## src/rtl/muldiv_pkg.sv

```systemverilog
// Shared definitions for the multiply/divide unit: op codes, FSM states, default width.
package muldiv_pkg;

  localparam int WIDTH_DEF = 32;

  localparam logic [2:0] OP_MULT  = 3'd0;
  localparam logic [2:0] OP_MULTU = 3'd1;
  localparam logic [2:0] OP_DIV   = 3'd2;
  localparam logic [2:0] OP_DIVU  = 3'd3;
  localparam logic [2:0] OP_MADD  = 3'd4;
  localparam logic [2:0] OP_MADDU = 3'd5;
  localparam logic [2:0] OP_MSUB  = 3'd6;
  localparam logic [2:0] OP_MSUBU = 3'd7;

  typedef enum logic [2:0] {
    S_IDLE,
    S_MUL,
    S_DIV,
    S_FIX,
    S_DONE
  } state_t;

  function automatic logic is_div_op(input logic [2:0] op);
    return (op == OP_DIV) || (op == OP_DIVU);
  endfunction

endpackage

```

## src/rtl/muldiv_unit_div_iter.sv

```systemverilog
// Radix-2 restoring divide core on unsigned magnitudes.
// load captures operands and clears the counter; each step retires one quotient bit;
// finish is high while the step that produces the last quotient bit is being applied.
module div_iter #(
  parameter int WIDTH = 32
) (
  input  logic             clk,
  input  logic             rst_n,
  input  logic             load,
  input  logic             step,
  input  logic [WIDTH-1:0] dividend,
  input  logic [WIDTH-1:0] divisor,
  output logic [WIDTH-1:0] quotient,
  output logic [WIDTH-1:0] remainder,
  output logic             finish
);

  localparam int CW = $clog2(WIDTH);

  logic [WIDTH-1:0] quo_q;
  logic [WIDTH-1:0] rem_q;
  logic [WIDTH-1:0] dvs_q;
  logic [CW-1:0]    cnt_q;
  logic [WIDTH:0]   shifted;
  logic [WIDTH:0]   diff;
  logic             fits;

  // Trial subtraction of the divisor from the partial remainder shifted left by one.
  always_comb begin
    shifted = {rem_q, quo_q[WIDTH-1]};
    diff    = shifted - {1'b0, dvs_q};
    fits    = ~diff[WIDTH];
  end

  // Quotient shifts in from the bottom while dividend bits leave from the top.
  always_ff @(posedge clk or negedge rst_n) begin
    if (!rst_n) begin
      quo_q <= '0;
      rem_q <= '0;
      dvs_q <= '0;
      cnt_q <= '0;
    end else if (load) begin
      quo_q <= dividend;
      rem_q <= '0;
      dvs_q <= divisor;
      cnt_q <= '0;
    end else if (step) begin
      rem_q <= fits ? diff[WIDTH-1:0] : shifted[WIDTH-1:0];
      quo_q <= {quo_q[WIDTH-2:0], fits};
      cnt_q <= cnt_q + CW'(1);
    end
  end

  assign quotient  = quo_q;
  assign remainder = rem_q;
  assign finish    = (cnt_q == CW'(WIDTH - 1));

endmodule

```

## src/rtl/muldiv_unit.sv

```systemverilog
// Multi-cycle MIPS multiply/divide unit feeding the HI/LO register pair.
// Optional feature macro: MULDIV_MADD_EN enables MADD/MADDU/MSUB/MSUBU (ops 4-7);
// without it those ops are rejected at issue and hi_in/lo_in are unused.
module muldiv_unit
  import muldiv_pkg::*;
#(
  parameter int WIDTH = WIDTH_DEF
) (
  input  logic             clk,
  input  logic             rst_n,
  input  logic             start,
  input  logic [2:0]       op,
  input  logic [WIDTH-1:0] opa,
  input  logic [WIDTH-1:0] opb,
  input  logic [WIDTH-1:0] hi_in,
  input  logic [WIDTH-1:0] lo_in,
  input  logic             flush,
  output logic             busy,
  output logic             done,
  output logic [WIDTH-1:0] whidata,
  output logic [WIDTH-1:0] wlodata,
  output logic             whien,
  output logic             wloen
);

  state_t             state, next_state;
  logic [2:0]         op_q;
  logic [WIDTH-1:0]   a_q, b_q;
  logic               op_legal, accept, b_zero;
  logic               div_load, div_step, div_finish, div_signed_in;
  logic [WIDTH-1:0]   dvd_mag, dvs_mag, div_quo, div_rem;
  logic               neg_q, neg_r;
  logic [WIDTH-1:0]   fix_hi, fix_lo, res_hi, res_lo;
  logic               mul_signed;
  logic [2*WIDTH-1:0] mul_x, mul_y, mul_prod, mul_res;
  logic               done_q;

`ifdef MULDIV_MADD_EN
  logic [WIDTH-1:0]   hi_q, lo_q;
  assign op_legal = 1'b1;
`else
  logic               unused_acc;
  assign op_legal   = ~op[2];
  assign unused_acc = ^{hi_in, lo_in};
`endif

  assign accept   = start && !flush && op_legal && (state == S_IDLE);
  assign b_zero   = (b_q == '0);
  assign div_load = accept && is_div_op(op);
  assign div_step = (state == S_DIV) && !b_zero;

  // Operand capture at issue; later input changes do not affect the operation.
  always_ff @(posedge clk or negedge rst_n) begin
    if (!rst_n) begin
      op_q <= '0;
      a_q  <= '0;
      b_q  <= '0;
`ifdef MULDIV_MADD_EN
      hi_q <= '0;
      lo_q <= '0;
`endif
    end else if (accept) begin
      op_q <= op;
      a_q  <= opa;
      b_q  <= opb;
`ifdef MULDIV_MADD_EN
      hi_q <= hi_in;
      lo_q <= lo_in;
`endif
    end
  end

  // Magnitudes handed to the divide core straight from the issuing operands.
  always_comb begin
    div_signed_in = (op == OP_DIV);
    dvd_mag = (div_signed_in && opa[WIDTH-1]) ? -opa : opa;
    dvs_mag = (div_signed_in && opb[WIDTH-1]) ? -opb : opb;
  end

  div_iter #(
    .WIDTH (WIDTH)
  ) u_div_iter (
    .clk       (clk),
    .rst_n     (rst_n),
    .load      (div_load),
    .step      (div_step),
    .dividend  (dvd_mag),
    .divisor   (dvs_mag),
    .quotient  (div_quo),
    .remainder (div_rem),
    .finish    (div_finish)
  );

  // FSM state register.
  always_ff @(posedge clk or negedge rst_n) begin
    if (!rst_n) state <= S_IDLE;
    else        state <= next_state;
  end

  // Next-state logic; flush aborts everything except an already-committed DONE.
  always_comb begin
    next_state = state;
    unique case (state)
      S_IDLE: if (accept) next_state = is_div_op(op) ? S_DIV : S_MUL;
      S_MUL:  next_state = S_DONE;
      S_DIV:  if (b_zero || div_finish) next_state = S_FIX;
      S_FIX:  next_state = S_DONE;
      S_DONE: next_state = S_IDLE;
      default: next_state = S_IDLE;
    endcase
    if (flush && (state != S_DONE)) next_state = S_IDLE;
  end

  // Full-width product from sign- or zero-extended operands, optionally accumulated.
  always_comb begin
    mul_signed = ~op_q[0];
    mul_x = mul_signed ? {{WIDTH{a_q[WIDTH-1]}}, a_q} : {{WIDTH{1'b0}}, a_q};
    mul_y = mul_signed ? {{WIDTH{b_q[WIDTH-1]}}, b_q} : {{WIDTH{1'b0}}, b_q};
    mul_prod = mul_x * mul_y;
    mul_res  = mul_prod;
`ifdef MULDIV_MADD_EN
    if (op_q[2]) mul_res = op_q[1] ? ({hi_q, lo_q} - mul_prod) : ({hi_q, lo_q} + mul_prod);
`endif
  end

  // Sign fix: quotient truncates toward zero, remainder follows the dividend.
  always_comb begin
    neg_q = (op_q == OP_DIV) && (a_q[WIDTH-1] ^ b_q[WIDTH-1]);
    neg_r = (op_q == OP_DIV) && a_q[WIDTH-1];
    if (b_zero) begin
      fix_lo = '1;
      fix_hi = a_q;
    end else begin
      fix_lo = neg_q ? -div_quo : div_quo;
      fix_hi = neg_r ? -div_rem : div_rem;
    end
    res_hi = (state == S_MUL) ? mul_res[2*WIDTH-1:WIDTH] : fix_hi;
    res_lo = (state == S_MUL) ? mul_res[WIDTH-1:0]       : fix_lo;
  end

  // Registered write port: data and a one-cycle strobe on entry to DONE.
  always_ff @(posedge clk or negedge rst_n) begin
    if (!rst_n) begin
      done_q  <= 1'b0;
      whidata <= '0;
      wlodata <= '0;
    end else begin
      done_q <= (next_state == S_DONE);
      if (next_state == S_DONE) begin
        whidata <= res_hi;
        wlodata <= res_lo;
      end
    end
  end

  assign busy  = (state != S_IDLE);
  assign done  = done_q;
  assign whien = done_q;
  assign wloen = done_q;

endmodule

```

## config.mk

```make
export PLATFORM = sky130hd
export DESIGN_NAME = muldiv_unit
export DESIGN_NICKNAME = d
export VERILOG_FILES = /design/src/rtl/muldiv_pkg.sv /design/src/rtl/muldiv_unit_div_iter.sv /design/src/rtl/muldiv_unit.sv
export SDC_FILE = /design/constraint.sdc
export NUM_CORES = 2
export LEC_CHECK = 0
export ABC_AREA = 1
export CAP_MARGIN = 15
export CORE_MARGIN = 3
export CORE_UTILIZATION = 30
export CTS_BUF_LIST = sky130_fd_sc_hd__clkbuf_16
export DETAILED_ROUTE_END_ITERATION = 12
export GPL_TIMING_DRIVEN = 1
export SLEW_MARGIN = 20
export SYNTH_ARGS = -nofsm -noshare
export SYNTH_HDL_FRONTEND = slang
export SYNTH_SLANG_ARGS = --single-unit
```

## constraint.sdc

```tcl
create_clock -name clk -period 11 [get_ports clk]
set_input_delay 1.65 -clock clk [delete_from_list [all_inputs] [get_ports clk]]
set_output_delay 1.65 -clock clk [all_outputs]
set_load 0.02 [all_outputs]
```

==> impl_metrics.csv <==
group,metric,value,unit
finish,drive_gt1_share,3.12,%
placement,place_congestion,0.976,
synth,async_flop_share,100,%
routing,ant_nets,0,
clock_tree,cts_buffer_depth,3,
run,maxCapViolCount,0,
sta,slew_headroom,18.2,%
clock_tree,clk_pin_slew,0.06,ns
floorplanning,core_area,215000,µm²
clock_tree,cts_setup_buffers,0,
clock_tree,cts_root_buf,"clkbuf_16",
clock_tree,ctsHoldBuffers,0,
synth,syn_area,65200,µm²
sta,tns,0,ns
floorplanning,rows,170,
sta,setup_viol,0,
setup_path,start_kind,"register",
grt,antenna_found_initial,10,
synth,ys_seq_area_share,9.05,%
worst_hold_path,min_from,"wlodata[22]",
floorplanning,start_util,30.3,%
clock_tree,cts_sinks,236,
sta,max_freq,0.100,GHz
grt,overflow,0,
finish,area_delta_synth_final,8.65,%
worst_hold_path,holdPathEnd,"wlodata[22]",
sta,timing.final.crit_share,90.9,%
routing,dr.pass1.iters,6,
sta,hold_viol,0,
synth,synth-main-ff-cell,"dfrtp_1",
synth,synth_nets,10254,
routing,num_vias,53460,
floorplanning,fp.dieW,472,µm
run_status,status,"completed",
synth,synth.distinct_cells,60,
floorplanning,floorplan.die_area,223000,µm²
clock_tree,htree_levels,1,
setup_path,critPathMaxStageDelay,0.80,ns
setup_path,r2r-end,"whidata[31]",
clock_tree,cts_tree,"built",
sta,tightestPinTransition,1.23,ns
grt,first_global_vias,56905,
setup_path,path_buf_inv,10,
clock_tree,cts_buffers,29,
floorplanning,die_y,472,µm
sta,period_needed,10.00,ns
synth,yosys_warnings,0,
sta,fin_skew,0.0202,ns
placement,place_hpwl,192,mm
sta,rsz0062_at_grt,"no",
setup_path,rr_startpoint,"a_q[31]",
grt,track_usage,20.7,%
setup_path,cp.arrival,10.51,ns
setup_path,rrSetupSlack,1.0,ns
finish,nets,10210,
finish,fillCellCount,22671,
synth,synth_seq_cells,236,
synth,synth-edff-count,0,
sta,maxSlewViolCount,0,
routing,via_per_inst,4.79,
setup_path,crit_family,"adder cells",
setup_path,slowest_stage,"dfrtp_1",
setup_path,end_kind,"register",
setup_path,crit_fanout,12,
placement,io_buffers,138,
setup_path,worstPathRequired,11.50,ns
clock_tree,cts_resized,0,
grt,grt_max_degree,117,
routing,wl_per_cell,20.6,µm
floorplanning,boundaryPins,203,
setup_path,r2r_cells,31,
clock_tree,insertion_delay,0.59,ns
worst_hold_path,whs_path_depth,2,
setup_path,path_class,"register to register",
synth,avgSynthCellArea,7.81,µm²
worst_hold_path,hold_path.class,"register to register",
routing,finalWirelength,230,mm
routing,drtIter0Drc,4849,
grt,grt_pass1_wl,351,mm
synth,syn_inst,8352,
routing,drc,0,
==> metal layers <==
metal / part of all wire, % / track usage (%) / wire length (µm) / up-vias
li1: - / - / - / 23828
met1: 42 / 27.9 / 95600 / 27086
met2: 46 / 34.1 / 106000 / 2171
met3: 8.0 / 2.80 / 18300 / 369
met4: 4.4 / 7.48 / 10000 / 6
met5: 0.018 / 0 / 41 / -
==> per-stage QoR <==
stage / hold WS [ns] / util [%] / setup WS, ns / area (µm²) / cells
3_3_place_gp: 0.469 / 32.4 / 1.02 / 69900 / 11115
2_1_floorplan: 0.453 / - / 1.91 / 65200 / 8352
5_1_grt: 0.514 / 32.9 / 0.421 / 70900 / 11167
6_report: 0.488 / 32.9 / 0.997 / 70900 / 11169
3_5_place_dp: 0.469 / 32.4 / 0.981 / 69900 / 11115
4_1_cts: 0.488 / 32.9 / 0.945 / 70900 / 11167
==> cells in the mapped netlist (3+ instances only) <==
library cell | instances | area [µm²]
ha_1 | 347 | 4340
o21bai_1 | 18 | 135
nor2_2 | 6 | 37.5
xnor2_1 | 26 | 228
nor2_4 | 3 | 33.8
o22ai_1 | 10 | 62.6
nand3_1 | 242 | 1210
o21a_1 | 5 | 37.5
nor3_1 | 43 | 215
nand2_2 | 13 | 81.3
nor4_1 | 17 | 106
a211oi_1 | 4 | 30.0
clkinv_1 | 4 | 15.0
o211ai_1 | 8 | 60.1
nand2_1 | 1828 | 6860
o21ai_0 | 273 | 1370
nor2_1 | 408 | 1530
inv_1 | 2520 | 9460
fa_1 | 1420 | 28400
a31oi_1 | 31 | 194
xor2_1 | 94 | 823
a21boi_0 | 6 | 45.0
nor3_2 | 5 | 50.1
buf_2 | 32 | 160
buf_6 | 6 | 67.6
inv_2 | 9 | 33.8
o221ai_1 | 33 | 289
a21o_1 | 9 | 67.6
a21oi_1 | 245 | 1230
o21ai_1 | 49 | 245
dfrtp_1 | 236 | 5910
clkbuf_1 | 299 | 1120
nand3b_1 | 8 | 60.1
o21ai_2 | 3 | 26.3
or2_2 | 14 | 87.6
nand3_2 | 6 | 60.1
o31ai_1 | 3 | 22.5
nand4_1 | 30 | 188
buf_1 | 11 | 41.3
==> cell type report <==
| cell class | count | area [µm²] | area share (%) |
|---|---|---|---|
| Sequential cell | 236 | 5910 | 8.34 |
| Timing Repair Buffer | 276 | 2510 | 3.54 |
| Multi-Input combinational cell | 5232 | 48400 | 68.3 |
| Antenna cell | 2 | 5.00 | 0.00706 |
| Inverter | 2533 | 9510 | 13.4 |
| Clock inverter | 23 | 230 | 0.325 |
| Tap cell | 2838 | 3550 | 5.01 |
| Clock buffer | 29 | 726 | 1.02 |
==> worst max-delay path by stage <==
| stage | end | cells past startpoint | slack [ns] | from |
|---|---|---|---|---|
| 2_1_floorplan | whidata[31] | 36 | 1.91 | op_q[0] |
| 3_3_place_gp | whidata[31] | 32 | 1.02 | a_q[31] |
| 3_5_place_dp | whidata[31] | 32 | 0.98 | a_q[31] |
| 4_1_cts | whidata[31] | 32 | 0.95 | a_q[31] |
| 5_1_grt | whidata[31] | 32 | 0.42 | a_q[31] |
| 6_report | whidata[31] | 31 | 1.0 | a_q[31] |
==> worst min-delay path, stage by stage, from the launching register on <==
cell	delay, ns
dfrtp_1	0.35
nand2_1	0.05
nand2_1	0.05
==> cells in the final DEF, fill, tap and decap left out, types with 10 or more instances in the layout <==
master | netlist | final
ha_1 | 347 | 347
o22ai_1 | 10 | 10
nand2_1 | 1828 | 1827
xnor2_1 | 26 | 26
a21oi_1 | 245 | 245
fa_1 | 1420 | 1420
o21bai_1 | 18 | 18
dfrtp_1 | 236 | 232
nand3_1 | 242 | 242
a31oi_1 | 31 | 31
or2_2 | 14 | 14
o221ai_1 | 33 | 33
buf_4 | 2 | 131
nand4_1 | 30 | 30
o21ai_0 | 273 | 273
clkinv_1 | 4 | 12
nor2_1 | 408 | 406
nand2_2 | 13 | 13
xor2_1 | 94 | 94
clkdlybuf4s50_1 | 0 | 137
clkbuf_16 | 0 | 29
inv_1 | 2520 | 2519
o21ai_1 | 49 | 49
nor4_1 | 17 | 17
nor3_1 | 43 | 43
==> flip-flops by register name, summed over array words and instances (netlist names), 3 cells and up <==
| name | count |
|---|---|
| op_q | 3 |
| u_div_iter.remainder | 32 |
| u_div_iter.dvs_q | 32 |
| u_div_iter.cnt_q | 5 |
| whidata | 32 |
| state | 3 |
| a_q | 32 |
| wlodata | 32 |
| b_q | 32 |
| u_div_iter.quotient | 32 |
==> logic make-up after synthesis <==
kind of cell,count (synthesis),synth area share (%)
AO/OA/AOI/OAI,709,6.00
flip-flops,236,9.05
AND/OR/NAND/NOR,2636,16.4
buffers and inverters,2884,16.7
adder cells (fa/ha/maj),1767,50.2
XOR/XNOR,120,1.61
Power is left out: the tool's default activity adds up to more than one toggle a clock period on the data nets, which glitch-free logic cannot reach.
